File: config.mk
export PLATFORM = sky130hd
export DESIGN_NAME = ped_signal_ctrl
export DESIGN_NICKNAME = d
export VERILOG_FILES = /design/src/rtl/ped_pkg.sv /design/src/rtl/ped_phase_counter.sv /design/src/rtl/ped_signal_ctrl.sv
export SDC_FILE = /design/constraint.sdc
export NUM_CORES = 1
export LEC_CHECK = 0
export ABC_AREA = 1
export BUFFER_PORTS_ARGS = -buffer_cell sky130_fd_sc_hd__buf_2
export CAP_MARGIN = 20
export CORE_ASPECT_RATIO = 1.5
export CORE_MARGIN = 1
export CORE_UTILIZATION = 62
export CTS_CLUSTER_DIAMETER = 120
export DETAILED_ROUTE_END_ITERATION = 10
export GPL_TIMING_DRIVEN = 0
export PLACE_DENSITY = 0.83
export SLEW_MARGIN = 25
export SYNTH_ARGS = -nofsm -noshare
export SYNTH_HDL_FRONTEND = slang
export SYNTH_HIERARCHICAL = 1
export SYNTH_SLANG_ARGS = --single-unit
File: constraint.sdc
create_clock -name clock -period 5.1 [get_ports clock]
set_clock_uncertainty 0.1 [all_clocks]
set_input_delay 0.765 -clock clock [delete_from_list [all_inputs] [get_ports clock]]
set_output_delay 0.765 -clock clock [all_outputs]
set_load 0.01 [all_outputs]
File: src/rtl/ped_pkg.sv
// ped_pkg: shared definitions for the pedestrian signal controller.
//   - Vehicle light codes as driven by the intersection light state machine.
//   - Pedestrian head state encoding (2-bit enum).
// Optional build macro used by the files importing this package: PED_COUNTDOWN_EN.
package ped_pkg;

  localparam logic [1:0] LIGHT_ILLEGAL = 2'b00;
  localparam logic [1:0] LIGHT_RED     = 2'b01;
  localparam logic [1:0] LIGHT_GREEN   = 2'b10;
  localparam logic [1:0] LIGHT_YELLOW  = 2'b11;

  typedef enum logic [1:0] {
    IDLE  = 2'b00,
    WALK  = 2'b01,
    CLEAR = 2'b10,
    HOLD  = 2'b11
  } ped_state_e;

endpackage

File: src/rtl/ped_phase_counter.sv
// ped_phase_counter: 8-bit loadable down-counter timing the WALK and CLEAR phases.
// Ports:
//   clock, reset_n  - rising-edge clock, asynchronous active-low reset
//   load            - load load_value (has priority over tick)
//   load_value      - value loaded on load
//   tick            - decrement enable (saturates at zero)
//   expire          - tick arriving while the count is 1 (last tick of a phase)
//   count_next      - value the counter takes at the next edge (PED_COUNTDOWN_EN only)
module ped_phase_counter (
  input  logic       clock,
  input  logic       reset_n,
  input  logic       load,
  input  logic [7:0] load_value,
  input  logic       tick,
  output logic       expire
`ifdef PED_COUNTDOWN_EN
  ,
  output logic [7:0] count_next
`endif
);

  logic [7:0] count_r;
  logic [7:0] count_nxt_s;

  // Next count: load wins, otherwise decrement on tick without wrapping below zero.
  always_comb begin
    count_nxt_s = count_r;
    if (load) begin
      count_nxt_s = load_value;
    end else if (tick && (count_r != 8'd0)) begin
      count_nxt_s = count_r - 8'd1;
    end else begin
      count_nxt_s = count_r;
    end
  end

  // Expiry flag for the phase currently being timed.
  always_comb begin
    expire = tick && (count_r == 8'd1);
  end

  // Count register.
  always_ff @(posedge clock or negedge reset_n) begin
    if (!reset_n) begin
      count_r <= 8'd0;
    end else begin
      count_r <= count_nxt_s;
    end
  end

`ifdef PED_COUNTDOWN_EN
  assign count_next = count_nxt_s;
`endif

endmodule

File: src/rtl/ped_signal_ctrl.sv
// ped_signal_ctrl: pedestrian WALK / DON'T WALK head for the crossing parallel to red.
// Latches button requests, grants a timed WALK then a flashing clearance on red entry,
// and aborts safely if red ends early or an illegal light code appears.
// Ports:
//   clock, reset_n   - rising-edge clock, asynchronous active-low reset
//   tick             - single-cycle timebase enable
//   light            - vehicle light code (red/green/yellow, 2'b00 illegal)
//   ped_button       - synchronised, debounced push button (level)
//   walk, dont_walk  - lamp drives (dont_walk blinks in clearance)
//   request_pending  - request latched, not yet served
//   overrun          - sticky: red ended during WALK/CLEAR
//   fault            - sticky: illegal light code seen
//   countdown        - remaining clearance ticks (only when PED_COUNTDOWN_EN is defined)
// Optional feature macro: PED_COUNTDOWN_EN.
module ped_signal_ctrl
  import ped_pkg::*;
#(
  parameter int unsigned WALK_TICKS  = 8,
  parameter int unsigned CLEAR_TICKS = 6,
  parameter int unsigned RECALL      = 0
) (
  input  logic       clock,
  input  logic       reset_n,
  input  logic       tick,
  input  logic [1:0] light,
  input  logic       ped_button,
  output logic       walk,
  output logic       dont_walk,
  output logic       request_pending,
  output logic       overrun,
  output logic       fault
`ifdef PED_COUNTDOWN_EN
  ,
  output logic [7:0] countdown
`endif
);

  localparam logic [7:0] WALK_LOAD  = 8'(WALK_TICKS);
  localparam logic [7:0] CLEAR_LOAD = 8'(CLEAR_TICKS);

  ped_state_e state_r, state_nxt_s;
  logic [1:0] prev_light_r;
  logic       flash_r, flash_nxt_s;
  logic       request_pending_r, req_nxt_s;
  logic       overrun_r, overrun_nxt_s;
  logic       fault_r, fault_nxt_s;
  logic       walk_r, walk_nxt_s;
  logic       dont_walk_r, dont_walk_nxt_s;
  logic       is_red_s, red_entry_s, dec_s, load_s, expire_s;
  logic [7:0] load_val_s;
`ifdef PED_COUNTDOWN_EN
  logic [7:0] cnt_next_s;
  logic [7:0] countdown_r, countdown_nxt_s;
`endif

  // Red detection; the counter only runs while a timed phase is active under red.
  always_comb begin
    is_red_s    = (light == LIGHT_RED);
    red_entry_s = is_red_s && (prev_light_r != LIGHT_RED);
    dec_s       = tick && is_red_s && ((state_r == WALK) || (state_r == CLEAR));
  end

  ped_phase_counter u_counter (
    .clock      (clock),
    .reset_n    (reset_n),
    .load       (load_s),
    .load_value (load_val_s),
    .tick       (dec_s),
    .expire     (expire_s)
`ifdef PED_COUNTDOWN_EN
    ,
    .count_next (cnt_next_s)
`endif
  );

  // Next-state logic: phase sequencing, abort, fault and request latching.
  always_comb begin
    state_nxt_s   = state_r;
    flash_nxt_s   = flash_r;
    overrun_nxt_s = overrun_r;
    fault_nxt_s   = fault_r;
    load_s        = 1'b0;
    load_val_s    = WALK_LOAD;
    // Button is ignored in WALK: that request is the one being served.
    req_nxt_s     = request_pending_r | (ped_button & (state_r != WALK));
    case (state_r)
      IDLE: begin
        if (red_entry_s && (request_pending_r || (RECALL != 32'd0)) && !fault_r) begin
          // Grant absorbs a same-cycle press; the load also swallows a same-cycle tick.
          state_nxt_s = WALK;
          load_s      = 1'b1;
          load_val_s  = WALK_LOAD;
          req_nxt_s   = 1'b0;
        end else if (red_entry_s) begin
          state_nxt_s = HOLD;
        end else begin
          state_nxt_s = IDLE;
        end
      end
      WALK: begin
        if (!is_red_s) begin
          state_nxt_s   = IDLE;
          overrun_nxt_s = 1'b1;
        end else if (expire_s) begin
          state_nxt_s = CLEAR;
          load_s      = 1'b1;
          load_val_s  = CLEAR_LOAD;
          flash_nxt_s = 1'b1;
        end else begin
          state_nxt_s = WALK;
        end
      end
      CLEAR: begin
        if (!is_red_s) begin
          state_nxt_s   = IDLE;
          overrun_nxt_s = 1'b1;
        end else if (tick) begin
          flash_nxt_s = ~flash_r;
          state_nxt_s = expire_s ? HOLD : CLEAR;
        end else begin
          state_nxt_s = CLEAR;
        end
      end
      HOLD: begin
        if (!is_red_s) begin
          state_nxt_s = IDLE;
        end else begin
          state_nxt_s = HOLD;
        end
      end
      default: begin
        state_nxt_s = IDLE;
      end
    endcase
    // Illegal code overrides everything; in WALK/CLEAR the abort above also flags overrun.
    if (light == LIGHT_ILLEGAL) begin
      fault_nxt_s = 1'b1;
      state_nxt_s = IDLE;
    end else begin
      fault_nxt_s = fault_r;
    end
  end

  // Lamp and countdown values for the state being entered.
  always_comb begin
    walk_nxt_s = (state_nxt_s == WALK);
    if (state_nxt_s == CLEAR) begin
      dont_walk_nxt_s = flash_nxt_s;
    end else begin
      dont_walk_nxt_s = (state_nxt_s != WALK);
    end
`ifdef PED_COUNTDOWN_EN
    if (state_nxt_s == CLEAR) begin
      countdown_nxt_s = cnt_next_s;
    end else begin
      countdown_nxt_s = 8'd0;
    end
`endif
  end

  // State, history and registered outputs.
  always_ff @(posedge clock or negedge reset_n) begin
    if (!reset_n) begin
      state_r           <= IDLE;
      prev_light_r      <= LIGHT_RED;
      flash_r           <= 1'b1;
      request_pending_r <= 1'b0;
      overrun_r         <= 1'b0;
      fault_r           <= 1'b0;
      walk_r            <= 1'b0;
      dont_walk_r       <= 1'b1;
`ifdef PED_COUNTDOWN_EN
      countdown_r       <= 8'd0;
`endif
    end else begin
      state_r           <= state_nxt_s;
      prev_light_r      <= light;
      flash_r           <= flash_nxt_s;
      request_pending_r <= req_nxt_s;
      overrun_r         <= overrun_nxt_s;
      fault_r           <= fault_nxt_s;
      walk_r            <= walk_nxt_s;
      dont_walk_r       <= dont_walk_nxt_s;
`ifdef PED_COUNTDOWN_EN
      countdown_r       <= countdown_nxt_s;
`endif
    end
  end

  assign walk            = walk_r;
  assign dont_walk       = dont_walk_r;
  assign request_pending = request_pending_r;
  assign overrun         = overrun_r;
  assign fault           = fault_r;
`ifdef PED_COUNTDOWN_EN
  assign countdown       = countdown_r;
`endif

endmodule

* After elaboration in Yosys (flattened, before gate mapping)
Cells that the tools add are included.
** Storage, ports and cells
- RAM bits :: 0
- Logic and storage cells :: 66
- Flip-flop bits (word level) :: 18
- Memories kept :: 0
- Memory bits (read-only) :: 0
- Bits in latches :: 0
** Operators by class
- Shift-type cells :: 0
- Reductions and logical operators :: 15
- Bitwise gates (word level) :: 4
- Multiply operators :: 0
- Add/subtract/negate cells :: 1
- Equality and inequality tests :: 10
- Divide/modulo/power cells :: 0
- Muxes and demuxes :: 27
- Order comparisons :: 0
** Operators with widths (count)
- 8-bit two-way mux :: 2
- 2-bit two-way mux :: 7
- 1-bit two-way mux :: 12
- 4-bit two-way mux :: 3
- 8-bit by 1-bit == test with 1-bit output (second input constant) :: 1
- 2-bit case mux with 4 select lines :: 1
- 8-bit nonzero test :: 1
- 8-bit by 1-bit subtractor with 8-bit output (second input constant) :: 1
- 1-bit logical AND :: 7
- 2-bit by 1-bit == test with 1-bit output (second input constant) :: 3
- 2-bit == test (second input constant) :: 3
- 2-bit by 1-bit inequality test with 1-bit output (second input constant) :: 3
- 2-bit zero test :: 2
- 1-bit case mux with 2 select lines :: 2
- 1-bit NOT :: 2
- 2-bit AND reduction :: 1
- 2-bit nonzero test :: 1
- 2-bit OR reduction :: 1
- 1-bit bitwise AND :: 1
- 1-bit zero test :: 1
- 1-bit logical OR :: 1
- 1-bit bitwise OR :: 1

* Depth between registers and ports, before layout
- Word-level depth :: 11
- Gate-level depth with buffers :: 13
- Gate-level depth less buffers :: 13

* Hierarchy
Netlist, hierarchy kept.
** Modules (own cells, without submodules)
- ped_phase_counter :: times used 1, area each 634.4 um^2, cells an instance 90
- ped_signal_ctrl :: times used 1, area each 594.3 um^2, cells an instance 72

* Worst setup path after synthesis
No wires, ideal clock.
- Kind :: input port to flip-flop
- From :: in light[1]
- To :: reg u_counter.count_r[1]
- Arrival :: 2.259 ns
- Slack :: 2.622 ns
- Stages on the path :: 11
- Data required time :: 4.880 ns
- Setup time :: 0.120 ns
- Path buffers :: 1
- Cell sequence :: inv_2 -> nand3_2 -> nor2_1 -> nand3_1 -> nor2_1 -> nand4_2 -> o21ai_1 -> dlymetal6s2s_1 -> o21ai_0 -> nand2_1 -> o21ai_2
** On the way
- Word-level cells in the longest chain between the ends :: 8
- Elaborated cells on any way between the ends :: 17
- Classes of those cells :: eq/ne (1); mux (8); reduce/logical (8)
** RTL lines
- start, declared :: RTL line ped_signal_ctrl.sv:25 : input logic [1:0] light,
- 2-bit by 1-bit == test with 1-bit output * :: RTL line ped_signal_ctrl.sv:58 : is_red_s = (light == LIGHT_RED);
- 1-bit logical AND * (2 in series) :: RTL line ped_signal_ctrl.sv:60 : dec_s = tick && is_red_s && ((state_r == WALK) || (state_r == CLEAR));
- named net dec_s :: RTL line ped_signal_ctrl.sv:49 : logic is_red_s, red_entry_s, dec_s, load_s, expire_s;
- 1-bit logical AND * :: RTL line ped_phase_counter.sv:39 : expire = tick && (count_r == 8'd1);
- named net expire_s :: RTL line ped_signal_ctrl.sv:49
- 1-bit two-way mux * :: RTL line ped_signal_ctrl.sv:104 : end else if (expire_s) begin
- 1-bit two-way mux * :: RTL line ped_signal_ctrl.sv:101 : if (!is_red_s) begin
- 1-bit case mux with 2 select lines * :: RTL line ped_signal_ctrl.sv:86 : case (state_r)
- named net load_s :: RTL line ped_signal_ctrl.sv:49
- 8-bit two-way mux / 2-bit nonzero test (equally long branches)
- end signal, assigned :: RTL line ped_phase_counter.sv:47 : count_r <= count_nxt_s;
- end, declared :: RTL line ped_phase_counter.sv:22 : logic [7:0] count_r;
The timed path passes the listed nets; every way through them passes the cells marked *.
A chain may end at the register's enable or synchronous reset.

* Worst setup path in the final report
- From :: reg state_r[0]
- To :: reg u_counter.count_r[1]
** On the way
- Word-level cells in the longest chain between the ends :: 8
- Elaborated cells on any way between the ends :: 15
- Classes of those cells :: eq/ne (2); mux (7); reduce/logical (6)
** RTL lines
- start, declared :: RTL line ped_signal_ctrl.sv:41 : ped_state_e state_r, state_nxt_s;
- start signal, assigned :: RTL line ped_signal_ctrl.sv:176 : state_r <= state_nxt_s;
- 2-bit by 1-bit == test with 1-bit output / 2-bit == test (equally long branches) :: RTL line ped_signal_ctrl.sv:60
- 1-bit logical OR * :: RTL line ped_signal_ctrl.sv:60
- 1-bit logical AND * :: RTL line ped_signal_ctrl.sv:60
- named net dec_s :: RTL line ped_signal_ctrl.sv:49
- 1-bit logical AND * :: RTL line ped_phase_counter.sv:39
- named net expire_s :: RTL line ped_signal_ctrl.sv:49
- 1-bit two-way mux * :: RTL line ped_signal_ctrl.sv:104
- 1-bit two-way mux * :: RTL line ped_signal_ctrl.sv:101
- 1-bit case mux with 2 select lines * :: RTL line ped_signal_ctrl.sv:86
- named net load_s :: RTL line ped_signal_ctrl.sv:49
- 8-bit two-way mux / 2-bit nonzero test (equally long branches)
Marks and branches as above.

==> run_results.csv <==
group,metric,value,unit
outcome,status,"finished, final reports clean",
pwr,ir_worst_vdd,320,uV
critical_path,worstPathMaxFanout,10,
logic_synthesis,synth_area_leaders,"dfrtp_1 31%, nand2_1 14%, ha_1 7.1%, inv_1 6.7%, nand3_1 6.5%",
logic_synthesis,synth_area_leader_cell,"dfrtp_1",
clock_network,htree_levels,1,
clock_network,cts_resized,0,
pwr,p_clk_share,13.2,%
clock_network,numCtsBuffers,3,
critical_path,endpoint_kind,"flop",
place,numPortBuffers,10,
logic_synthesis,post-synth-top-count-cell,"nand2_1",
route,drcViolationCount,0,
route,via_per_inst,5.32,
pwr,seq_power_share,34.7,%
global_route,grt-ovfl-total,0,
cells_and_area,layout.nets,194,
cells_and_area,n_antenna_cell,0,
critical_path,r2r_start,"state_r[0]",
floorplan,ios,11,
pwr,p_leak,0.734,nW
pwr,p_per_area,500,mW/mm^2
logic_synthesis,yosysWarnings,6,
logic_synthesis,netlist_area,0.00123,sq mm
pwr,comb_power_share,52.1,%
sta,final.min_clock_period,2700,ps
critical_path,r2r_end,"u_counter/count_r[1]",
logic_synthesis,synth_common_cells,"47 x nand2_1, 22 x inv_1, 16 x nand3_1",
floorplan,core,0.00185,sq mm
global_route,groute.usage.overall,26.7,%
place,dp_hpwl,1960,microns
clock_network,clk_pin_slew,110,ps
sta,period_share,53.0,%
route,ant_nets,0,
logic_synthesis,avgSynthCellArea,7.58,sq um
floorplan,placementRows,19,
critical_path,crit_family,"simple AND/OR/NAND/NOR gates",
sta,maxSlewViolCount,0,
critical_path,crit_arrival,2800,ps
sta,rsz0062_at_grt,"no",
logic_synthesis,synthDistinctLibCells,28,
logic_synthesis,ys_seq_elements,18,
place,dp.cells,197,
clock_network,cts_tree,"yes",
sta,setup_viol,0,
global_route,antenna_found_initial,0,
floorplan,die_w,38.3,microns
route,post_drt_wl_per_cell,12.3,microns
critical_path,critPathLaunchType,"flop",
logic_synthesis,syn_inst,162,
cells_and_area,syn_to_final_growth,10.4,%
critical_path,reg2regPathDepth,12,
critical_path,crit_chain,"inv_1 > ha_1 > inv_1 > nor2_1 > nand3_1 > nor2_1 > nand4_2 > o21ai_1 > dlymetal6s2s_1 > o21ai_0 > nand2_1 > o21ai_2",
floorplan,start_util,66.3,%
sta,fin_tns_setup,0,ps
cells_and_area,stdcell_count,201,
logic_synthesis,synth_seq_area_share,37.0,%
floorplan,die_h,56.5,microns
critical_path,max_stage_delay,400,ps
critical_path,cp.required,5200,ps
clock_network,cts.sinks,18,
place,place.gp.congestion,0.743,
route,drt_iter0_markers,33,
critical_path,worstSetupPathType,"flop to flop",
route,firstDrtPassIters,4,
floorplan,dieArea,0.00217,sq mm
global_route,grt_pass1_wl,4190,microns
clock_network,worstSkewPairLatency,290,ps
clock_network,clock_path_buffers,2,
logic_synthesis,synth_edf_count,0,
sta,whs,284,ps
critical_path,path_buf_inv,3,
hold_path,hp-class,"input pin to async pin",
clock_network,cts_setup_buffers,0,
run,max-cap-violations,0,
pwr,p_int,0.367,mW
clock_network,hold_buffers,0,
logic_synthesis,synth_ff_type,"dfrtp_1",
route,drt_wl_total,2480,microns
cells_and_area,layout-drive-gt1-share,21.7,%
clock_network,ctsRootBufferMaster,"clkbuf_4",
global_route,grt_pass1_vias,1071,
sta,hold_violations,0,
pwr,p_sw_share,45.8,%
pwr,p_switching,0.311,mW
sta,fmax,0.370,GHz
route,num_vias,1069,
global_route,grt_max_degree,19,
logic_synthesis,async_flop_share,100,%
critical_path,rrSetupSlack,2400,ps
critical_path,crit_slowest_cell,"dfrtp_1",
cells_and_area,fillers,165,
logic_synthesis,synth.top_cell.area_share,30.5,%
## sequential cells by signal, summed over array words and instances (netlist names)
| signal | flops |
|---|---|
| flash_r | 1 |
| state_r | 2 |
| overrun | 1 |
| dont_walk | 1 |
| u_counter/count_r | 8 |
| fault | 1 |
| request_pending | 1 |
| walk | 1 |
| prev_light_r | 2 |
## worst register-to-register path: cells and delay by family (launching register included)
family	cells	cell delay (ps)
and+or+nand+nor	5	880
buffers and inverters	3	510
AOI/OAI and AO/OA	3	420
DFF	1	400
adders and majority gates	1	330
## metrics by stage
stage	worst slack (ps)	power (mW)	utilization, %	area, sq um
after floorplan	2620	0.511	-	1240
after global placement	2170	0.568	71.2	1320
after detailed placement	2160	0.589	71.2	1320
after CTS	2390	0.678	73.1	1360
after global routing	2120	0.735	73.1	1360
final	2400	0.678	73.1	1360
## power by group through the flow
stage,Combinational (mW),Clock (mW),Sequential (mW)
detailed placement,0.350,0,0.238
CTS,0.353,0.0899,0.235
global placement,0.334,0,0.234
floorplan,0.279,0,0.232
finish,0.353,0.0892,0.235
global route,0.399,0.0961,0.240
## cells by family (layout without fill, tap and decap cells)
group / after synthesis / after routing / share of synthesized area, %
AO/OA/AOI/OAI: 15 / 15 / 9.37
adder cells (fa/ha/maj): 7 / 7 / 7.13
flip-flops: 18 / 18 / 37.0
XOR/XNOR: 1 / 1 / 0.713
other: 1 / 5 / 0.305
AND/OR/NAND/NOR: 94 / 94 / 36.8
buffers and inverters: 26 / 40 / 8.76
## routing by layer
layer  vias up  wire length [microns]  global-route usage, %
li1        545                      -                      -
met1       504                    957                   27.7
met2        18                   1450                   51.3
met3         2                     55                   2.37
met4         0                     21                   9.36
met5         -                      0                      0
## cell type report
type / count / area [sq um] / share of cell area, %
Timing Repair Buffer: 10 / 50.0 / 3.69
Clock buffer: 4 / 36.3 / 2.68
Tap cell: 21 / 26.3 / 1.94
Sequential cell: 18 / 454 / 33.5
Multi-Input combinational cell: 122 / 682 / 50.3
Inverter: 25 / 95.1 / 7.01
Buffer: 1 / 12.5 / 0.923
## worst max-delay path by stage
| stage | from | to | slack (ps) | cells past startpoint |
|---|---|---|---|---|
| global route | state_r[0] | u_counter/count_r[0] | 2120 | 12 |
| finish | state_r[0] | u_counter/count_r[1] | 2400 | 12 |
| floorplan | light[1] | u_counter/count_r[1] | 2620 | 11 |
| detailed placement | light[1] | u_counter/count_r[1] | 2160 | 12 |
| global placement | light[1] | u_counter/count_r[1] | 2170 | 12 |
| CTS | state_r[0] | u_counter/count_r[1] | 2390 | 12 |
## layout by cell type (no fill, tap or decap)
| master | instances |
|---|---|
| nand2_4 | 2 |
| nand2_1 | 47 |
| xnor2_1 | 1 |
| o211ai_2 | 1 |
| clkbuf_8 | 1 |
| o21ai_2 | 5 |
| clkinv_2 | 1 |
| conb_1 | 5 |
| nand3_1 | 16 |
| nand2_2 | 2 |
| clkbuf_4 | 3 |
| inv_2 | 2 |
| nand3b_1 | 2 |
| o21ai_4 | 1 |
| dfstp_2 | 3 |
| o21ai_1 | 1 |
| nand4_1 | 4 |
| nor3_1 | 1 |
| a21oi_1 | 1 |
| ha_1 | 7 |
| nand4_2 | 1 |
| inv_1 | 22 |
| o21ai_0 | 5 |
| nor2_2 | 4 |
| nand3_2 | 1 |
| buf_2 | 10 |
| nor2_1 | 12 |
| nor2_4 | 2 |
| dlymetal6s2s_1 | 1 |
| dfrtp_1 | 15 |
| o21bai_1 | 1 |
(Power assumes the default switching activity.)
